$ cat src/rtl/imem_uart_loader.sv
// imem_uart_loader: UART boot loader that fills instruction memory and holds the core in reset until done.
// Optional trailing XOR checksum byte is enabled by defining IMEM_LOADER_CHECKSUM_EN.
//   state  | meaning
//   IDLE   | waiting for sync byte 0xA5
//   LEN_LO | expecting word count, low byte
//   LEN_HI | expecting word count, high byte
//   DATA   | collecting word bytes, writing each completed word
//   CHK    | expecting checksum byte (checksum build only)
//   DONE   | image loaded, core released
//   ERR    | frame rejected, core held
`timescale 1ns/1ps
module imem_uart_loader #(
  parameter int CLKS_PER_BIT = 868,
  parameter int ADDR_WIDTH   = 10
) (
  input  logic                  clk,
  input  logic                  reset_n,
  input  logic                  uart_rx,
  output logic                  imem_we,
  output logic [ADDR_WIDTH-1:0] imem_addr,
  output logic [31:0]           imem_wdata,
  output logic                  cpu_reset_n,
  output logic                  busy,
  output logic                  done,
  output logic                  err
);

  localparam int CW = $clog2(CLKS_PER_BIT);

  typedef enum logic [1:0] {RX_IDLE, RX_START, RX_DATA, RX_STOP} rx_state_t;
  typedef enum logic [2:0] {IDLE, LEN_LO, LEN_HI, DATA, CHK, DONE, ERR} state_t;

`ifdef IMEM_LOADER_CHECKSUM_EN
  localparam state_t AFTER_LAST = CHK;
`else
  localparam state_t AFTER_LAST = DONE;
`endif

  // ---------------- UART receiver ----------------
  logic [2:0]    rx_sync_q;
  rx_state_t     rx_state_q, rx_state_d;
  logic [CW-1:0] cnt_q, cnt_d;
  logic [2:0]    bit_q, bit_d;
  logic [7:0]    sh_q, sh_d;
  logic          rx_valid_q, rx_valid_d;
  logic          frame_err_q, frame_err_d;
  logic          rx_s, rx_prev;

  assign rx_s    = rx_sync_q[1];
  assign rx_prev = rx_sync_q[2];

  always_comb begin
    rx_state_d  = rx_state_q;
    cnt_d       = cnt_q;
    bit_d       = bit_q;
    sh_d        = sh_q;
    rx_valid_d  = 1'b0;
    frame_err_d = 1'b0;
    case (rx_state_q)
      RX_IDLE: if (rx_prev && !rx_s) begin
        rx_state_d = RX_START;
        cnt_d      = CW'(CLKS_PER_BIT / 2 - 1);
      end
      RX_START: if (cnt_q == '0) begin
        if (rx_s) rx_state_d = RX_IDLE;
        else begin
          rx_state_d = RX_DATA;
          cnt_d      = CW'(CLKS_PER_BIT - 1);
          bit_d      = 3'd0;
        end
      end else cnt_d = cnt_q - CW'(1);
      RX_DATA: if (cnt_q == '0) begin
        sh_d  = {rx_s, sh_q[7:1]};
        cnt_d = CW'(CLKS_PER_BIT - 1);
        bit_d = bit_q + 3'd1;
        if (bit_q == 3'd7) rx_state_d = RX_STOP;
      end else cnt_d = cnt_q - CW'(1);
      RX_STOP: if (cnt_q == '0) begin
        rx_valid_d  = rx_s;
        frame_err_d = !rx_s;
        rx_state_d  = RX_IDLE;
      end else cnt_d = cnt_q - CW'(1);
      default: rx_state_d = RX_IDLE;
    endcase
  end

  // ---------------- frame loader ----------------
  state_t                state_q, state_d;
  logic [15:0]           len_q, len_d;
  logic [ADDR_WIDTH-1:0] idx_q, idx_d;
  logic [1:0]            lane_q, lane_d;
  logic [31:0]           word_q, word_d;
  logic                  we_q, we_d;
  logic [ADDR_WIDTH-1:0] addr_q, addr_d;
  logic [31:0]           wdata_q, wdata_d;
  logic                  busy_q, busy_d;
  logic                  release_q, release_d;
  logic                  err_q, err_d;
  logic [15:0]           n_full;
  logic                  in_frame;
`ifdef IMEM_LOADER_CHECKSUM_EN
  logic [7:0]            csum_q, csum_d;
`endif

  assign n_full = {sh_q, len_q[7:0]};

  always_comb begin
    state_d = state_q;
    len_d   = len_q;
    idx_d   = idx_q;
    lane_d  = lane_q;
    word_d  = word_q;
    we_d    = 1'b0;
    addr_d  = addr_q;
    wdata_d = wdata_q;
`ifdef IMEM_LOADER_CHECKSUM_EN
    csum_d  = csum_q;
    in_frame = state_q inside {LEN_LO, LEN_HI, DATA, CHK};
    if (rx_valid_q && state_q inside {LEN_LO, LEN_HI, DATA}) csum_d = csum_q ^ sh_q;
`else
    in_frame = state_q inside {LEN_LO, LEN_HI, DATA};
`endif
    if (rx_valid_q) begin
      case (state_q)
        IDLE, DONE, ERR: if (sh_q == 8'hA5) begin
          state_d = LEN_LO;
`ifdef IMEM_LOADER_CHECKSUM_EN
          csum_d  = 8'h00;
`endif
        end
        LEN_LO: begin
          len_d[7:0] = sh_q;
          state_d    = LEN_HI;
        end
        LEN_HI: begin
          len_d[15:8] = sh_q;
          idx_d       = '0;
          lane_d      = 2'd0;
          if (n_full == 16'd0) state_d = AFTER_LAST;
          else if (32'(n_full) > (32'd1 << ADDR_WIDTH)) state_d = ERR;
          else state_d = DATA;
        end
        DATA: begin
          word_d = {sh_q, word_q[31:8]};
          lane_d = lane_q + 2'd1;
          if (lane_q == 2'd3) begin
            we_d    = 1'b1;
            addr_d  = idx_q;
            wdata_d = word_d;
            if (32'(idx_q) + 32'd1 == 32'(len_q)) state_d = AFTER_LAST;
            else idx_d = idx_q + ADDR_WIDTH'(1);
          end
        end
`ifdef IMEM_LOADER_CHECKSUM_EN
        CHK: state_d = (sh_q == csum_q) ? DONE : ERR;
`endif
        default: ;
      endcase
    end
    if (frame_err_q && in_frame) state_d = ERR;
  end

  // Release waits one cycle past the final write so the core never runs while we is high.
  always_comb begin
    release_d = (state_d == DONE) && !we_d;
    err_d     = (state_d == ERR);
`ifdef IMEM_LOADER_CHECKSUM_EN
    busy_d    = (state_d inside {LEN_LO, LEN_HI, DATA, CHK}) || we_d;
`else
    busy_d    = (state_d inside {LEN_LO, LEN_HI, DATA}) || we_d;
`endif
  end

  always_ff @(posedge clk or negedge reset_n) begin
    if (!reset_n) begin
      rx_sync_q   <= 3'b111;
      rx_state_q  <= RX_IDLE;
      cnt_q       <= '0;
      bit_q       <= 3'd0;
      sh_q        <= 8'h00;
      rx_valid_q  <= 1'b0;
      frame_err_q <= 1'b0;
      state_q     <= IDLE;
      len_q       <= 16'h0000;
      idx_q       <= '0;
      lane_q      <= 2'd0;
      word_q      <= 32'h0;
      we_q        <= 1'b0;
      addr_q      <= '0;
      wdata_q     <= 32'h0;
      busy_q      <= 1'b0;
      release_q   <= 1'b0;
      err_q       <= 1'b0;
`ifdef IMEM_LOADER_CHECKSUM_EN
      csum_q      <= 8'h00;
`endif
    end else begin
      rx_sync_q   <= {rx_sync_q[1:0], uart_rx};
      rx_state_q  <= rx_state_d;
      cnt_q       <= cnt_d;
      bit_q       <= bit_d;
      sh_q        <= sh_d;
      rx_valid_q  <= rx_valid_d;
      frame_err_q <= frame_err_d;
      state_q     <= state_d;
      len_q       <= len_d;
      idx_q       <= idx_d;
      lane_q      <= lane_d;
      word_q      <= word_d;
      we_q        <= we_d;
      addr_q      <= addr_d;
      wdata_q     <= wdata_d;
      busy_q      <= busy_d;
      release_q   <= release_d;
      err_q       <= err_d;
`ifdef IMEM_LOADER_CHECKSUM_EN
      csum_q      <= csum_d;
`endif
    end
  end

  assign imem_we     = we_q;
  assign imem_addr   = addr_q;
  assign imem_wdata  = wdata_q;
  assign cpu_reset_n = release_q;
  assign done        = release_q;
  assign busy        = busy_q;
  assign err         = err_q;

endmodule

$ cat config.mk
export PLATFORM = sky130hd
export DESIGN_NAME = imem_uart_loader
export DESIGN_NICKNAME = d
export VERILOG_FILES = /design/src/rtl/imem_uart_loader.sv
export SDC_FILE = /design/constraint.sdc
export NUM_CORES = 1
export LEC_CHECK = 0
export CORE_MARGIN = 4
export CORE_UTILIZATION = 58
export DETAILED_ROUTE_END_ITERATION = 6
export PLACE_DENSITY_LB_ADDON = 0.2
export SYNTH_ARGS = -nofsm -noshare
export SYNTH_HDL_FRONTEND = slang
export SYNTH_SLANG_ARGS = --single-unit
$ cat constraint.sdc
create_clock -name clk -period 2.8 [get_ports clk]
set_input_delay 0.56 -clock clk [delete_from_list [all_inputs] [get_ports clk]]
set_output_delay 0.56 -clock clk [all_outputs]
set_load 0.005 [all_outputs]
==> results.toml <==
[global_routing]
globalRouteOverflowTotal = 0
grt_first_pass_wirelength_mm = 21.6
antenna_violations_before_repair = 0
first_global_vias = 4437
gr-usage-all-layers = 0.235
grt_start_max_net_pins = 58

[route]
final_antenna_net_count = 0
drt-pass1-iter-count = 4
vias_per_cell = 5.62
detail_route.iter0.violations = 347
wl_per_cell_um = 16.3
route.detailed.drc = 0
wirelength_mm = 12.6
routed-via-count = 4347

[synth]
ys_seq_area_frac = 0.548
fraction_of_the_mapped_netlist_area_in_compound_gates = 0.104
adder_and_majority_gate_portion_of_the_synthesized_area = 0.0234
synth_warnings = 0
ffs_w_async_s_r_synth = 1.00
synthesis.area_per_instance_um2 = 10.2
yosys-top-cells-area = "sky130_fd_sc_hd__dfrtp_1 (54%), sky130_fd_sc_hd__nand2_1 (10%), sky130_fd_sc_hd__mux2_2 (7.6%)"
synth_top_cell_area_share = 0.535
synthesized_netlist_cell_count = 579
yosys.area_share.simple = 0.187
synth.mux.area_fraction = 0.0781
post_synth_instance_area_mm2 = 0.00589
synth.largest_area_cell = "sky130_fd_sc_hd__dfrtp_1"
synth_seq_cells = 129
ys.flop_type = "sky130_fd_sc_hd__dfrtp_1"
post_synth_xor_area_fraction = 0.0238
yosys_cell_types = 68
synth_top_family_by_area = "simple AND/OR/NAND/NOR gates"
synth-edff-count = 0
synth.net_count = 593

[cts]
clk_latency_ns = 0.51
tritoncts.num_buffers = 17
clock_tree.htree_level_count = 4
cts.root.buffer_cell = "sky130_fd_sc_hd__clkbuf_8"
clock_sinks = 129
worst_setup_hold_path_clk_slew_ns = 0.06
clock_path_buffers = 2
cts_tree = "built"

[run]
drv_cap = 0

[finish]
multi_input_comb_area_mm2 = 0.00245
drive_above_1_share = 0.161
nNetsFinal = 641
most-common-layout-cells = "sky130_fd_sc_hd__nand2_1 (164), sky130_fd_sc_hd__dfrtp_1 (125), sky130_fd_sc_hd__clkdlybuf4s50_1 (48)"
antenna_cells = 0
area_delta_synth_final_pct = 20.1
register_area_mm2 = 0.00323
fill_cells = 752
layout_commonest_cell = "sky130_fd_sc_hd__nand2_1"

[setup_path]
ff2ff_setup_slack_ns = 0.16
critPathCaptureType = "flop"
worst-endpoint-required_ns = 3.18
worstPathMaxFanout = 7
timing.critical_path.arrival_ns = 3.02
critical_path.startpoint_type = "flop"
startpoint = "idx_q[0]$_DFFE_PN0P_"
reg2regPathDepth = 8
r2r-start = "idx_q[0]$_DFFE_PN0P_"
worstSetupPathType = "reg2reg"
worstReg2RegEnd = "idx_q[9]$_DFFE_PN0P_"

[floorplan]
fp.dieArea_mm2 = 0.0118
core_footprint_mm2 = 0.00982
floorplan.initialDensity = 0.600
placementRows = 36
die_w_um = 109
die_h_um = 109
io_pins = 50

[sta]
finalMaxSlewViolations = 0
skew_ns = 0.00409
report.final.hold_viol_count = 0
timing.final.crit_share = 0.943
finalSetupViolations = 0
finalSetupTns_ns = 0
postLayoutSetupSlackWorst_ns = 0.160
worst_slew_pin_slew_ns = 0.749
period_minus_slack_ns = 2.64
timing.max_slew.rel_slack = 0.501
grt_setup_unrepaired = "false"
achievable-frequency_ghz = 0.379

[pwr]
power_density_mw_per_mm2 = 680
leakage_nw = 3.44
max_ir_drop_vdd_uv = 536

[place]
port_buffers = 49
pre_cts_slack_ns = 0.156
gp_congestion = 0.921
dp.final_hpwl_mm = 8.49

[outcome]
status = "finished clean"

[worst_hold_path]
holdCritPathClass = "in2async"
## where the power goes
| part | total [mW] | switching [mW] | internal, mW |
|---|---|---|---|
| registers | 2.04 | 0.0951 | 1.95 |
| clock network | 2.11 | 0.780 | 1.33 |
| logic | 0.662 | 0.421 | 0.241 |
| total | 4.82 | 1.30 | 3.52 |
## routing by layer
metal	track usage	vias up	wire length, um
li1	-	2093	-
met1	0.311	2131	5670
met2	0.383	111	6170
met3	0.0592	12	671
met4	0.0739	0	115
met5	0	-	0
## flip-flops by register name (all words and copies together), names as in the netlist, 3 cells and up, named ones only
name,count
len_q,16
imem_addr,10
idx_q,10
sh_q,8
cnt_q,10
rx_sync_q,3
word_q,24
imem_wdata,32
state_q,3
bit_q,3
## how the worst max path moves through the flow
stage / end / slack, ns / cells after the start
after floorplan: busy$_DFF_PN0_ / 0.53 / 8
after global placement: busy$_DFF_PN0_ / 0.29 / 8
after detailed placement: idx_q[9]$_DFFE_PN0P_ / 0.16 / 8
after CTS: idx_q[9]$_DFFE_PN0P_ / 0.10 / 8
after global routing: idx_q[8]$_DFFE_PN0P_ / 0.03 / 8
final: idx_q[9]$_DFFE_PN0P_ / 0.16 / 8
## through the flow
step                 util  power [mW]  cells  hold slack (ns)  area (um2)
floorplan               -        2.54    579            0.264        5890
global placement    0.663        2.69    741            0.346        6510
detailed placement  0.663        2.73    741            0.347        6510
CTS                 0.721        4.84    773            0.127        7080
global route        0.721        5.03    773            0.158        7080
finish              0.721        4.82    773            0.114        7080
## worst max-delay path: stages (launching register included)
cell and delay (ns):
sky130_fd_sc_hd__dfrtp_2 0.43, sky130_fd_sc_hd__ha_1 0.30, sky130_fd_sc_hd__nand4_2 0.19, sky130_fd_sc_hd__or4_1 0.53, sky130_fd_sc_hd__a21oi_2 0.20, sky130_fd_sc_hd__o311ai_4 0.12, sky130_fd_sc_hd__o21ai_1 0.41, sky130_fd_sc_hd__buf_4 0.24
sky130_fd_sc_hd__o31ai_1 0.08
## cells in the mapped netlist (all sizes together) (3+ instances only)
master	instances
a21oi	17
a31oi	3
buf	8
clkbuf	23
dfrtp	126
dfstp	3
ha	11
inv	19
mux2	40
nand2	164
nand2b	3
nand3	12
nand3b	3
nand4	8
nor2	22
nor3	7
nor4	5
o21a	3
o21ai	23
o311ai	9
o31ai	8
or2	4
or3	3
xnor2	11
xor2	5
## cell type report
cell class              count  share of cell area
repair buffers             60              0.0823
clock inverters            10              0.0154
flip-flops and latches    129               0.457
well taps                 133              0.0235
multi-input cells         399               0.346
clock buffers              22              0.0654
inverters                  20              0.0106
## timing repair
action / 4_1_cts / 5_1_grt
gates resized for setup: 0 / 1
hold buffers: 0 / 0
buffers inserted: 0 / 0
endpoints found under the setup margin: 0 / 12
## logic make-up after synthesis
family,count (synthesis)
fa+ha+maj,11
flops,129
compound gates,85
mux,41
buf+inv,51
xor+xnor,16
simple gates,246
Power figures use the tool's default switching activity.
